## config.mk

```make
export PLATFORM = sky130hd
export DESIGN_NAME = hive_gpio_debounce
export DESIGN_NICKNAME = d
export VERILOG_FILES = /design/src/rtl/hive_gpio_debounce.sv
export SDC_FILE = /design/constraint.sdc
export NUM_CORES = 1
export LEC_CHECK = 0
export ABC_CLOCK_PERIOD_IN_PS = 29100
export CAP_MARGIN = 20
export CORE_ASPECT_RATIO = 1.75
export CORE_MARGIN = 1.5
export CORE_UTILIZATION = 43
export CTS_CLUSTER_DIAMETER = 40
export DETAILED_ROUTE_END_ITERATION = 10
export PLACE_DENSITY = 0.64
export SYNTH_ARGS = -nofsm -noshare
export SYNTH_HDL_FRONTEND = slang
export SYNTH_SLANG_ARGS = --single-unit
```

## constraint.sdc

```tcl
create_clock -name clk_i -period 29.1 [get_ports clk_i]
set_clock_uncertainty 0.2 [all_clocks]
set_input_delay 8.73 -clock clk_i [delete_from_list [all_inputs] [get_ports clk_i]]
set_output_delay 8.73 -clock clk_i [all_outputs]
set_load 0.02 [all_outputs]
```

## src/rtl/hive_gpio_debounce.sv

```systemverilog
// GPIO input conditioning: per-bit synchronizer, shared sample prescaler and
// tick-based debounce counters feeding the GPIO register's gpio_i.
module hive_gpio_debounce #(
  parameter int DATA_W      = 32,
  parameter int SYNC_STAGES = 2,
  parameter int TICK_DIV    = 1000,
  parameter int STABLE_CNT  = 4
) (
  input  logic              clk_i,
  input  logic              rst_i,
  input  logic [DATA_W-1:0] pin_i,
  input  logic [DATA_W-1:0] evt_clr_i,
  output logic [DATA_W-1:0] db_o,
  output logic [DATA_W-1:0] rise_o,
  output logic [DATA_W-1:0] fall_o,
  output logic [DATA_W-1:0] evt_o
);

  localparam int PW = (TICK_DIV > 1) ? $clog2(TICK_DIV) : 1;
  localparam int CW = $clog2(STABLE_CNT) + 1;
  localparam logic [PW-1:0] PRESC_MAX = PW'(TICK_DIV - 1);
  localparam logic [CW-1:0] CNT_MAX   = CW'(STABLE_CNT - 1);

  logic [DATA_W-1:0] sync_q [SYNC_STAGES];
  logic [DATA_W-1:0] sync;
  logic [PW-1:0]     presc_q;
  logic              tick;
  logic [CW-1:0]     cnt_q [DATA_W];
  logic [DATA_W-1:0] accept;

  // Only the last synchronizer stage is ever looked at downstream.
  always_ff @(posedge clk_i or posedge rst_i) begin
    if (rst_i) begin
      for (int i = 0; i < SYNC_STAGES; i++) sync_q[i] <= '0;
    end else begin
      sync_q[0] <= pin_i;
      for (int i = 1; i < SYNC_STAGES; i++) sync_q[i] <= sync_q[i-1];
    end
  end

  assign sync = sync_q[SYNC_STAGES-1];
  assign tick = (presc_q == PRESC_MAX);

  always_ff @(posedge clk_i or posedge rst_i) begin
    if (rst_i) presc_q <= '0;
    else if (tick) presc_q <= '0;
    else presc_q <= presc_q + PW'(1);
  end

  // A bit is accepted on the tick where it has already differed for STABLE_CNT-1 ticks.
  always_comb begin
    accept = '0;
    for (int b = 0; b < DATA_W; b++)
      accept[b] = (sync[b] != db_o[b]) && tick && (cnt_q[b] == CNT_MAX);
  end

  always_ff @(posedge clk_i or posedge rst_i) begin
    if (rst_i) begin
      for (int b = 0; b < DATA_W; b++) cnt_q[b] <= '0;
    end else begin
      for (int b = 0; b < DATA_W; b++) begin
        if (sync[b] == db_o[b]) cnt_q[b] <= '0;
        else if (tick) begin
          if (cnt_q[b] == CNT_MAX) cnt_q[b] <= '0;
          else cnt_q[b] <= cnt_q[b] + CW'(1);
        end
      end
    end
  end

  // Edge flags are taken from the registered pulses, so a set always beats a clear.
  always_ff @(posedge clk_i or posedge rst_i) begin
    if (rst_i) begin
      db_o   <= '0;
      rise_o <= '0;
      fall_o <= '0;
      evt_o  <= '0;
    end else begin
      db_o   <= db_o ^ accept;
      rise_o <= accept & sync;
      fall_o <= accept & ~sync;
      evt_o  <= (evt_o & ~evt_clr_i) | rise_o | fall_o;
    end
  end

endmodule

```

==> metrics <==
final net count 1279; Pleak 6.55 nW; fillers 2203; crit path max fanout 4; Initial DRC Count 312; initial antenna violation count 0; Slew HR 35.1%; multi-input logic area 0.00366 mm^2; Post-Route Setup TNS 0 ns; Routed Antenna Nets 0; pwr/cell area 57.3 mW/mm^2; Slowest-stage cell, CP clkdlybuf4s50_1; Initial Utilization 43.8%; main area contributors after synthesis dfrtp_1 65%, a21oi_1 4.3%, ha_1 3.6%; total CTS buffers 31; EDFF count, synth 0; Main synth FF type dfrtp_1; Place WS 18.06 ns; GRT Total Usage 17.0%; layout cells sized above 1 5.98%; global-route wire length before repair 38.7 mm; worst hold path type flip-flop to flip-flop; Worst EP required 20.17 ns; Avg Inst Size Synth 11.7 um^2; Sw Ratio 21.2%; hold path depth 0; period utilization 36.3%; Worst setup SP type flip-flop; unique cell type count in the Yosys netlist 36; clock-pin slew on the worst setup and hold paths 0.06 ns; routed wire length 22.5 mm; Storage cell area 0.00746 mm^2; placed cell areas 0.0137 mm^2; Mapped Nets 1076; largest net degree at the start of global routing 172; Max Cap Viol 0; largest delay contributor family on the critical path buffers and inverters; Die Area 0.0276 mm^2; post-layout minimum cycle time 10.57 ns; Arr. time, crit path 1.64 ns; Synth top area share 65.3%; worst-margin pin slew 0.974 ns; Cells after Synth 977; P_int 669 uW; Vias 7735; Die Height 219 um; hold buffers post-CTS 0; Levels on crit path 1; Pins Over Slew Limit 0; clock sink count 298; Final setup viols 0; post-synthesis register bit count 298; Wirelength per Cell 14.8 um; NetSw 180 uW; CP Class flip-flop to output pin; Buffers on Ports 193; post-CTS setup buffer count 0; reg2reg setup slack 26.24 ns; H-tree depth 1; status finished, final reports clean; post-detail-place hpwl 14.6 mm; top-count cell post-synth dfrtp_1; count of yosys warnings during synthesis 0; Final Wtd Congestion 0.740; die width 126 um; utilization after layout 56.8%; DRC 0; Root Buffer clkbuf_16; site row count 78; number of global-route vias before repair 7985; Final Hold Violating Endpoints 0; Design Area, Final 0.0148 mm^2; grt ovf 0; crit path buf inv count 1; clk_lat worst skew 0.55 ns; reg2reg path depth 6; cell breakdown of the critical path clkdlybuf4s50_1; Worst setup EP type output pin; Worst path max stage delay 0.65 ns; drt pass-1 iters 4; io pins 194; unrepaired setup endpoints after global routing false; CTS tree yes; Post-CTS Resized 0; most frequent cells after synthesis 298 x dfrtp_1, 98 x a21oi_1, 78 x nand2_1, 62 x nor2_1, 56 x nand2b_1; Comb power frac 2.5%; Flop pwr share 49.7%; synthesized area 0.0114 mm^2; slack of the critical path 18.53 ns; drt via density 5.08; asr flop ratio synth 100%; Yosys top cell by area dfrtp_1; post-synthesis sequential area ratio 65.3%; Clock Tree Buf Depth 3; n_diodes 0; Clock Power Share 47.8%; core footprint 0.0261 mm^2; Max IR drop VDD 0.0514 mV; FMAX 0.0946 GHz; Area growth, synth to finish 29.5%
==> area by class of cell <==
| type | instances | area share [%] |
|---|---|---|
| Sequential cell | 298 | 50.4 |
| Multi-Input combinational cell | 595 | 24.7 |
| Timing Repair Buffer | 200 | 13.5 |
| Clock buffer | 39 | 5.85 |
| Tap cell | 320 | 2.71 |
| Inverter | 54 | 1.42 |
| Clock inverter | 18 | 1.38 |
==> worst reg2reg max path: stages (launching register included) <==
cell and delay (ns):
dfrtp_1 0.40, ha_1 0.27, and4bb_2 0.31, and3_2 0.65
buf_4 0.50, nand2_1 0.13, mux2_2 0.28
==> power groups by stage <==
stage               clock, mW  combinational, mW  sequential (mW)
global route            0.434             0.0245            0.422
finish                  0.405             0.0215            0.421
floorplan                   0            0.00999            0.429
global placement            0             0.0223            0.429
CTS                     0.417             0.0226            0.421
detailed placement          0             0.0224            0.429
==> logic make-up after synthesis <==
family,after synthesis,share of synthesized area [%]
adders and majority gates,33,3.61
AOI/OAI and AO/OA,182,8.71
buffers and inverters,84,2.84
DFF,298,65.3
xor gates and xnor gates,38,2.98
muxes,3,0.296
and+or+nand+nor,339,16.3
==> per-layer routing <==
metal	routed length, um	vias up	track usage, %
li1	-	3748	-
met1	9220	3818	20.2
met2	12000	144	31.6
met3	862	25	2.45
met4	421	0	5.17
met5	0	-	0
==> flip-flops by register name, summed over array words and instances (netlist names) <==
register,count
db_o,32
sync,32
fall_o,32
evt_o,32
sync_q,32
cnt_q,96
rise_o,32
presc_q,10
==> final timing paths <==
path | from | to
max | db_o[31]$_DFF_PP0_ | db_o[31]
min | sync_q[61]$_DFF_PP0_ | sync[29]$_DFF_PP0_
max reg2reg | presc_q[0]$_DFF_PP0_ | db_o[14]$_DFF_PP0_
min reg2reg | sync_q[61]$_DFF_PP0_ | sync[29]$_DFF_PP0_
max in group asynchronous | rst_i | db_o[8]$_DFF_PP0_
min in group asynchronous | rst_i | evt_o[14]$_DFF_PP0_
==> layout by cell type (no fill, tap or decap), drive strengths merged, types with 4 or more instances in the layout <==
master	synthesis	layout
nor4	17	17
ha	33	33
nand2	78	78
clkinvlp	0	4
dfrtp	298	298
o31ai	17	17
nor4b	17	17
buf	8	7
or3	4	4
nor2b	4	4
xnor2	36	36
o21ai	51	51
nand2b	56	56
nor2	62	62
inv	54	59
and4	11	11
and4b	6	6
clkbuf	22	39
clkdlybuf4s50	0	193
a21oi	98	98
clkinv	0	6
a21o	11	11
nand3b	27	27
nand3	44	44
==> through the flow <==
step	instances	total power [mW]	hold WS, ns
6_report	1524	0.848	0.137
5_1_grt	1524	0.880	0.145
4_1_cts	1524	0.861	0.142
3_5_place_dp	1467	0.452	0.135
3_3_place_gp	1467	0.451	0.132
2_1_floorplan	977	0.439	0.131
Power figures use the tool's default switching activity.
